--- config.mk ---
export PLATFORM = sky130hd
export DESIGN_NAME = missile_ctrl
export DESIGN_NICKNAME = d
export VERILOG_FILES = /design/src/rtl/tank_pkg.sv /design/src/rtl/missile_step.sv /design/src/rtl/missile_ctrl.sv
export SDC_FILE = /design/constraint.sdc
export NUM_CORES = 1
export LEC_CHECK = 0
export CAP_MARGIN = 20
export CORE_MARGIN = 1
export CORE_UTILIZATION = 25
export DETAILED_ROUTE_END_ITERATION = 12
export HOLD_SLACK_MARGIN = 0.05
export PLACE_DENSITY = 0.53
export SETUP_SLACK_MARGIN = 0.2
export SYNTH_ARGS = -nofsm -noshare
export SYNTH_HDL_FRONTEND = slang
export SYNTH_SLANG_ARGS = --single-unit
--- constraint.sdc ---
create_clock -name frame_clk -period 2.2 [get_ports frame_clk]
set_input_delay 0.22 -clock frame_clk [delete_from_list [all_inputs] [get_ports frame_clk]]
set_output_delay 0.22 -clock frame_clk [all_outputs]
set_load 0.03 [all_outputs]
--- src/rtl/tank_pkg.sv ---
// rtl/tank_pkg.sv - shared tank/missile types and playfield bounds
package tank_pkg;

    typedef enum logic [1:0] {
        DIR_UP    = 2'b00,
        DIR_LEFT  = 2'b01,
        DIR_DOWN  = 2'b10,
        DIR_RIGHT = 2'b11
    } dir_e;

    typedef enum logic [1:0] {
        MS_IDLE = 2'b00,
        MS_ARM  = 2'b01,
        MS_FLY  = 2'b10,
        MS_BOOM = 2'b11
    } missile_state_e;

    localparam int PF_X_MAX = 256;
    localparam int PF_Y_MAX = 256;

endpackage

--- src/rtl/missile_step.sv ---
// rtl/missile_step.sv - combinational one-frame missile advance with playfield edge test
module missile_step
    import tank_pkg::*;
#(
    parameter int STEP  = 4,
    parameter int SIZE  = 4,
    parameter int X_MAX = PF_X_MAX,
    parameter int Y_MAX = PF_Y_MAX
) (
    input  logic [9:0] i_x,
    input  logic [9:0] i_y,
    input  dir_e       i_dir,
    output logic [9:0] o_x,
    output logic [9:0] o_y,
    output logic       o_out_of_field
);

    localparam logic [10:0] STEP11 = 11'(STEP);
    localparam logic [10:0] SIZE11 = 11'(SIZE);
    localparam logic [10:0] XMAX11 = 11'(X_MAX);
    localparam logic [10:0] YMAX11 = 11'(Y_MAX);
    localparam logic [9:0]  STEP10 = 10'(STEP);

    // 11-bit sums keep far-edge tests free of 10-bit wrap
    logic [10:0] w_x_far;
    logic [10:0] w_y_far;
    assign w_x_far = {1'b0, i_x} + SIZE11 + STEP11;
    assign w_y_far = {1'b0, i_y} + SIZE11 + STEP11;

    always_comb begin
        o_x            = i_x;
        o_y            = i_y;
        o_out_of_field = 1'b0;
        case (i_dir)
            DIR_UP: begin
                o_out_of_field = ({1'b0, i_y} < STEP11);
                o_y            = i_y - STEP10;
            end
            DIR_LEFT: begin
                o_out_of_field = ({1'b0, i_x} < STEP11);
                o_x            = i_x - STEP10;
            end
            DIR_DOWN: begin
                o_out_of_field = (w_y_far > YMAX11);
                o_y            = i_y + STEP10;
            end
            default: begin
                o_out_of_field = (w_x_far > XMAX11);
                o_x            = i_x + STEP10;
            end
        endcase
    end

endmodule

--- src/rtl/missile_ctrl.sv ---
// rtl/missile_ctrl.sv - single-missile flight controller: launch, fly, explode
module missile_ctrl
    import tank_pkg::*;
#(
    parameter int MISSILE_STEP   = 4,
    parameter int MISSILE_SIZE   = 4,
    parameter int FIELD_X_MAX    = PF_X_MAX,
    parameter int FIELD_Y_MAX    = PF_Y_MAX,
    parameter int EXPLODE_FRAMES = 8
) (
    input  logic       frame_clk,
    input  logic       Reset,
    input  logic       Missile_on,
    input  logic [9:0] Xstart,
    input  logic [9:0] Ystart,
    input  logic [1:0] TankType,
    input  logic       Missile_Hit,
    output logic [9:0] MissileX,
    output logic [9:0] MissileY,
    output logic [1:0] Missile_Dir,
    output logic       Missile_Active,
    output logic       Explosion_on,
    output logic [2:0] Explosion_Frame
);

    localparam logic [2:0] LAST_FRAME = 3'(EXPLODE_FRAMES - 1);

    missile_state_e r_state;
    missile_state_e w_state_next;
    logic           r_fire_q;
    logic [9:0]     r_x;
    logic [9:0]     r_y;
    dir_e           r_dir;
    logic [2:0]     r_frame;

    logic       w_launch;
    logic [9:0] w_step_x;
    logic [9:0] w_step_y;
    logic       w_out;

    assign w_launch = Missile_on & ~r_fire_q;

    missile_step #(
        .STEP  (MISSILE_STEP),
        .SIZE  (MISSILE_SIZE),
        .X_MAX (FIELD_X_MAX),
        .Y_MAX (FIELD_Y_MAX)
    ) u_step (
        .i_x            (r_x),
        .i_y            (r_y),
        .i_dir          (r_dir),
        .o_x            (w_step_x),
        .o_y            (w_step_y),
        .o_out_of_field (w_out)
    );

    always_comb begin
        w_state_next = r_state;
        case (r_state)
            MS_IDLE: if (w_launch) w_state_next = MS_ARM;
            MS_ARM:  w_state_next = MS_FLY;
            MS_FLY:  if (Missile_Hit || w_out) w_state_next = MS_BOOM;
            MS_BOOM: if (r_frame == LAST_FRAME) w_state_next = MS_IDLE;
            default: w_state_next = MS_IDLE;
        endcase
    end

    always_ff @(posedge frame_clk or posedge Reset) begin
        if (Reset) begin
            r_state  <= MS_IDLE;
            r_fire_q <= 1'b0;
            r_x      <= '0;
            r_y      <= '0;
            r_dir    <= DIR_UP;
            r_frame  <= '0;
        end else begin
            r_state  <= w_state_next;
            r_fire_q <= Missile_on;
            case (r_state)
                MS_ARM: begin
                    r_x   <= Xstart;
                    r_y   <= Ystart;
                    r_dir <= dir_e'(TankType);
                end
                MS_FLY: begin
                    // hit or edge freezes the missile where it was drawn last
                    if (!Missile_Hit && !w_out) begin
                        r_x <= w_step_x;
                        r_y <= w_step_y;
                    end
                end
                MS_BOOM: r_frame <= (r_frame == LAST_FRAME) ? 3'd0 : r_frame + 3'd1;
                default: ;
            endcase
        end
    end

    assign MissileX        = r_x;
    assign MissileY        = r_y;
    assign Missile_Dir     = r_dir;
    assign Missile_Active  = (r_state == MS_FLY);
    assign Explosion_on    = (r_state == MS_BOOM);
    assign Explosion_Frame = r_frame;

endmodule
; Word-level counts from Yosys, hierarchy flattened
; Cells that the tools add are included.
[word_totals]
regBits = 28
output_inout_bits = 27
wordCells = 56
[classes]
n_addsub = 9
n_lt_le_gt_ge = 4
n_eq_ne = 12
mux = 12
n_bitwise = 2
reduce_logical = 11
[op_table]
columns = operator, count
row1 = $pmux W10 S2, 4
row2 = $add A10 B3 Y11 const B, 2
row3 = $add A11 B3 Y11 const B, 2
row4 = $gt A11 B9 Y1 const B, 2
row5 = $add A10 B3 Y10 const B, 2
row6 = $lt A10 B3 Y1 const B, 2
row7 = $mux W10, 2
row8 = $sub A10 B3 Y10 const B, 2
row9 = $reduce_and A3 Y1, 3
row10 = $pmux W2 S4, 1
row11 = $eq A2 B2 Y1 const B, 3
row12 = $mux W2, 3
row13 = $ne A2 B1 Y1 const B, 3
row14 = $eq A2 B1 Y1 const B, 2
row15 = $logic_not A2 Y1, 2
row16 = $ne A2 B2 Y1 const B, 2
row17 = $add A3 B1 Y3 const B, 1
row18 = $eq A3 B3 Y1 const B, 1
row19 = $mux W3, 1
row20 = $ne A3 B1 Y1 const B, 1
row21 = $pmux W1 S3, 1
row22 = $logic_not A1 Y1, 2
row23 = $reduce_bool A2 Y1, 1
row24 = $reduce_or A2 Y1, 1
row25 = 4 further kinds, 4

; Longest topological paths before layout
[depth]
depth_word = 8
depth_mapped = 9
depth_no_buf = 9

; Cells and area by module
; A second synthesis with hierarchy kept.
[unflattened]
hier_cells = 226
area_unflattened_um2 = 2348.5
[modules_own_cells]
columns = mod, n_inst, cells_each, area_per_inst_um2, seq_area_each_um2
row1 = missile_ctrl, 1, 98, 1491.4, 700.7
row2 = missile_step, 1, 128, 857.1, 0.0

; Worst setup path before layout
; No wires, ideal clock.
[synth_timing]
path_type = register to register
startpoint = register r_y[3] (netlist: MissileY[3])
endpoint = register r_x[4] (netlist: MissileX[4])
setup_ps = 122
t_arrival_ps = 2554
t_required_ps = 2078
slack_ps = -476
path_stages_with_launch = 10
n_path_buf = 0
synth_period_minus_slack_ps = 2676
path_cell_list = dfrtp_1 -> inv_1 -> ha_1 -> nor2_1 -> nand3_1 -> a211oi_1 -> o311ai_4 -> o21a_4 -> or3_1 -> a32o_1
[synth_between]
elab_chain_cells = 8
word_cells_on_any_way = 9
[synth_lines]
columns = item, line
row1 = start: declaration, missile_ctrl.sv:32  ; logic [9:0] r_y;
row2 = start signal: assignment, missile_ctrl.sv:82  ; r_y <= Ystart;
row3 = start signal: assignment, missile_ctrl.sv:89  ; r_y <= w_step_y;
row4 = $add A10 B3 Y11, missile_step.sv:28  ; assign w_y_far = {1'b0, i_y} + SIZE11 + STEP11;
row5 = $add A11 B3 Y11, missile_step.sv:28
row6 = $gt A11 B9 Y1, missile_step.sv:44  ; o_out_of_field = (w_y_far > YMAX11);
row7 = $pmux W1 S3 (*), missile_step.sv:34  ; case (i_dir)
row8 = $logic_not A1 Y1 (*), missile_ctrl.sv:87  ; if (!Missile_Hit && !w_out) begin
row9 = $logic_and A1 B1 Y1 (*), missile_ctrl.sv:87
row10 = $ne A2 B1 Y1 (no source line) (*), n/a
row11 = $reduce_and A3 Y1 (no source line) (*), n/a
row12 = end signal: assignment, missile_ctrl.sv:81  ; r_x <= Xstart;
row13 = end signal: assignment, missile_ctrl.sv:88  ; r_x <= w_step_x;
row14 = end: declaration, missile_ctrl.sv:31  ; logic [9:0] r_x;
; Mark *: on every way between the ends. The rest lies on a longest branch, timed or not.
; A chain may end at the register's enable or synchronous reset.

; Worst setup path in the final report
[layout_timing]
startpoint = register r_x[3] (netlist: MissileX[3])
endpoint = register r_x[4] (netlist: MissileX[4])
[layout_between]
elab_chain_cells = 8
word_cells_on_any_way = 14
[layout_lines]
columns = item, line
row1 = $add A10 B3 Y11, missile_step.sv:27  ; assign w_x_far = {1'b0, i_x} + SIZE11 + STEP11;
row2 = $add A11 B3 Y11, missile_step.sv:27
row3 = $gt A11 B9 Y1, missile_step.sv:48  ; o_out_of_field = (w_x_far > XMAX11);
row4 = $pmux W1 S3, missile_step.sv:34
row5 = $logic_not A1 Y1, missile_ctrl.sv:87
row6 = $logic_and A1 B1 Y1, missile_ctrl.sv:87
row7 = $ne A2 B1 Y1 (no source line), n/a
row8 = $reduce_and A3 Y1 (no source line), n/a
; Several ways; a longest one is shown, not always the timed one. The select of a mux whose other input is x is not followed.

==> impl_summary.txt <==
----------------------------------------------------
[Run status]
  Outcome ... finished with violations
  Failing checks ... design-rule violations, negative setup slack

[Layout]
  Count of non-filler cells in the finished layout ... approximately 470
  Share of layout cells above drive strength 1 ... 32.6%
  Footprint of the multi-input gates ... around 0.0017 sq mm
  Layout Cell Area excl Fill ... 0.00366 sq mm
  Filler Cells Inserted ... approximately 900
  Post-layout nets ... 412
  Register cell area after layout ... 714 sq um
  Count of inserted antenna diode cells ... 0
  Post-route core utilization ... 41.6%
  Commonest non-fill, non-tap cell in the layout ... sky130_fd_sc_hd__buf_4
  Most frequent cells in the layout ... 56 x sky130_fd_sc_hd__buf_4, 51 x sky130_fd_sc_hd__clkdlybuf4s50_1, 26 x sky130_fd_sc_hd__nand2_1, 17 x sky130_fd_sc_hd__dfrtp_1, 17 x sky130_fd_sc_hd__ha_1
  Synth-to-layout area growth ... 59.4%

[Drt]
  TritonRoute pass-1 iters ... 8
  Number of DRC markers in iteration 0 ... 105
  Via count ... 2337
  Detailed Route WL ... 7.36 mm
  Drt via density ... 4.94
  Post-detailed-route count of antenna-violating nets ... 0
  Count of unresolved DRC violations after routing ... 3
  WL/cell ... ~16 microns

[Critical path]
  Class of the most critical setup path ... flip-flop to flip-flop
  Data required time at the worst endpoint ... 2.39 ns
  Top fanout value on the critical path ... 7
  Arrival time of the worst setup path ... 2.43 ns
  Crit path capture type ... flip-flop
  Critical Path Source Type ... flip-flop

[GRT]
  Largest net degree at the start of global routing ... 29
  Vias in the first global route ... 2336
  Wire length of the first global-routing pass ... 12.1 mm
  Global-route usage over all layers ... between 10% and 20%
  Residual overflow from global routing ... 0
  Initial antenna violation count ... 0

[Logic synthesis]
  Post-synth top area share ... 30.5%
  Total of warnings raised by yosys ... 0
  Async set or reset register ratio after synthesis ... 100%
  Leading register cell type out of synthesis ... sky130_fd_sc_hd__dfrtp_1
  Synthesized area divided by synthesized cell count ... 8.77 sq um
  Number of enable flip-flop cells after synthesis ... 0
  Sequential cell area fraction in the yosys report ... a little under a third
  Unique cell type count in the Yosys netlist ... between 50 and 60
  Mapped Nets ... 308
  Number of synthesized register bits ... 28
  Post-Synthesis Cell Area ... 0.00230 sq mm
  Cells after synthesis ... 262
  Synth area leader ... sky130_fd_sc_hd__dfrtp_1
  Area contributors post-synth ... sky130_fd_sc_hd__dfrtp_1 30%, sky130_fd_sc_hd__ha_1 11%, sky130_fd_sc_hd__mux2i_1 5.7%

[Flow run]
  Number of maximum-capacitance constraint violations ... 0

[Placement]
  Number of I/O port buffers ... between 50 and 60
  Final estimated routing congestion in global placement ... between 0.9 and 1
  Half-perimeter wire length of the detailed placement result ... between 5 and 6 mm
  Total instance count after detailed placement ... 458
  Dpl cell area ... 0.00333 sq mm

[Power]
  Total power ... 6340 uW
  Power per cell area ... around 1700 mW/mm^2
  Leakage power ... 0.00150 uW
  Worst-case vdd ir drop ... 666 uV

[CTS]
  Clock insertion delay at the later pin of the skew report ... 0.29 ns
  Clock tree root buffer cell ... sky130_fd_sc_hd__clkbuf_8
  Clock transition at the register clock pins on the worst setup and hold paths after CTS ... 0.11 ns
  H-Tree Level Count ... 1
  Inserted Clock Buffers ... 3
  Clock tree from TritonCTS ... built
  Max clock buf depth ... 2
  Total clock sinks ... 28

[Timing]
  Post-route fraction of the period consumed by the critical path ... 102%
  Worst clock skew on the final layout ... 0.00559 ns
  Number of hold-slack violations in the final timing report ... 0
  Min setup slack post-route ... -0.0370 ns
  Max Freq ... 447 MHz
  Final Slew Violations ... 0
  Relative slew slack ... 64.2%
  Final critical delay including setup and external delays ... 2.24 ns
  Measured slew at the worst slew-check pin ... 0.535 ns
  RSZ-0062 raised after global routing ... true
  Hold_ws ... 0.285 ns
  Number of endpoints failing setup at the final stage ... 2

[Floorplanning]
  Die height ... 97.9 microns
  Initial cell density of the core ... about a quarter
  Die width ... 97.9 microns
  Area of the core region ... 0.00881 sq mm
  Total die area ... 0.00958 sq mm
  Total number of placement rows ... 34
  # IOs ... 53

[Worst hold path]
  Type of the worst min-delay path ... input port to async pin

----------------------------------------------------
==> synthesized netlist by cell type, drive strengths merged (3+ instances only) <==
| library cell | n |
|---|---|
| a21oi | 11 |
| a31oi | 6 |
| buf | 3 |
| clkbuf | 11 |
| dfrtp | 28 |
| ha | 20 |
| inv | 18 |
| mux2 | 5 |
| mux2i | 14 |
| nand2 | 26 |
| nand2b | 4 |
| nand3 | 11 |
| nand4 | 5 |
| nor2 | 17 |
| nor2b | 5 |
| nor3 | 8 |
| nor4 | 3 |
| nor4b | 3 |
| o21ai | 16 |
| o311ai | 5 |
| or3 | 4 |
==> metal layers <==
layer	vias to the layer above	track usage, %	wire length, microns
li1	1162	-	-
met1	1102	21.8	3490
met2	66	25.5	3470
met3	7	1.79	308
met4	0	4.20	92
met5	-	0	0
==> cell families after synthesis <==
family,synth area share (%)
and+or+nand+nor,23.5
AOI/OAI and AO/OA,19.2
buffers and inverters,5.39
DFF,30.5
adders and majority gates,10.9
muxes,9.09
xor gates and xnor gates,1.47
==> worst paths after layout <==
path,slack [ns],depth (start not counted),startpoint,to
min,0.29,3,Reset,Explosion_Frame[2]
max in group asynchronous,1.60,3,Reset,MissileX[2]
min in group frame_clk,0.38,1,Missile_on,r_fire_q
max reg2reg,-0.04,9,MissileX[3],MissileX[4]
min reg2reg,0.53,1,Explosion_Frame[0],Explosion_Frame[0]
max,-0.04,9,MissileX[3],MissileX[4]
==> metrics by stage <==
step / setup WS [ns] / TNS (ns)
floorplan: -0.159 / -0.268
global placement: -0.171 / -0.677
detailed placement: -0.186 / -0.929
CTS: -0.0267 / -0.0656
global route: -0.116 / -0.938
finish: -0.0370 / -0.0580
==> worst max-delay path, cell delays in order, from the launching register on <==
cell and delay (ns):
sky130_fd_sc_hd__dfrtp_2 0.45, sky130_fd_sc_hd__inv_4 0.06, sky130_fd_sc_hd__ha_4 0.17, sky130_fd_sc_hd__nand4bb_4 0.09
sky130_fd_sc_hd__nor3_2 0.06, sky130_fd_sc_hd__a41o_1 0.23, sky130_fd_sc_hd__or2_4 0.28, sky130_fd_sc_hd__o21a_4 0.25
sky130_fd_sc_hd__or3_1 0.31, sky130_fd_sc_hd__a32o_1 0.23
==> registers in the layout (all words and copies together) (netlist names) <==
signal / cells
MissileX: 10
r_fire_q: 1
r_state: 2
MissileY: 10
Explosion_Frame: 3
Missile_Dir: 2
==> repair_timing <==
item	4_1_cts	5_1_grt
hold buffers	0	0
pin swaps	16	5
gates resized for setup	19	21
endpoints found under the setup margin	18	18
setup buffers	8	3
endpoints found under the hold margin	0	0
==> final cells by class <==
cell class / count / area share, %
well taps: 108 / 3.69
clock buffers: 3 / 1.13
flip-flops and latches: 28 / 19.5
clock inverters: 1 / 0.819
inverters: 18 / 2.05
repair buffers: 113 / 27.2
multi-input cells: 202 / 45.6
==> power by group <==
group,switching [uW],internal [uW],leakage [uW],total [uW]
sequential,299,800,0.000324,1100
combinational,2540,2250,0.00114,4790
clock,198,245,0.0000357,443
Note: power is estimated with default switching activity, not from simulation.
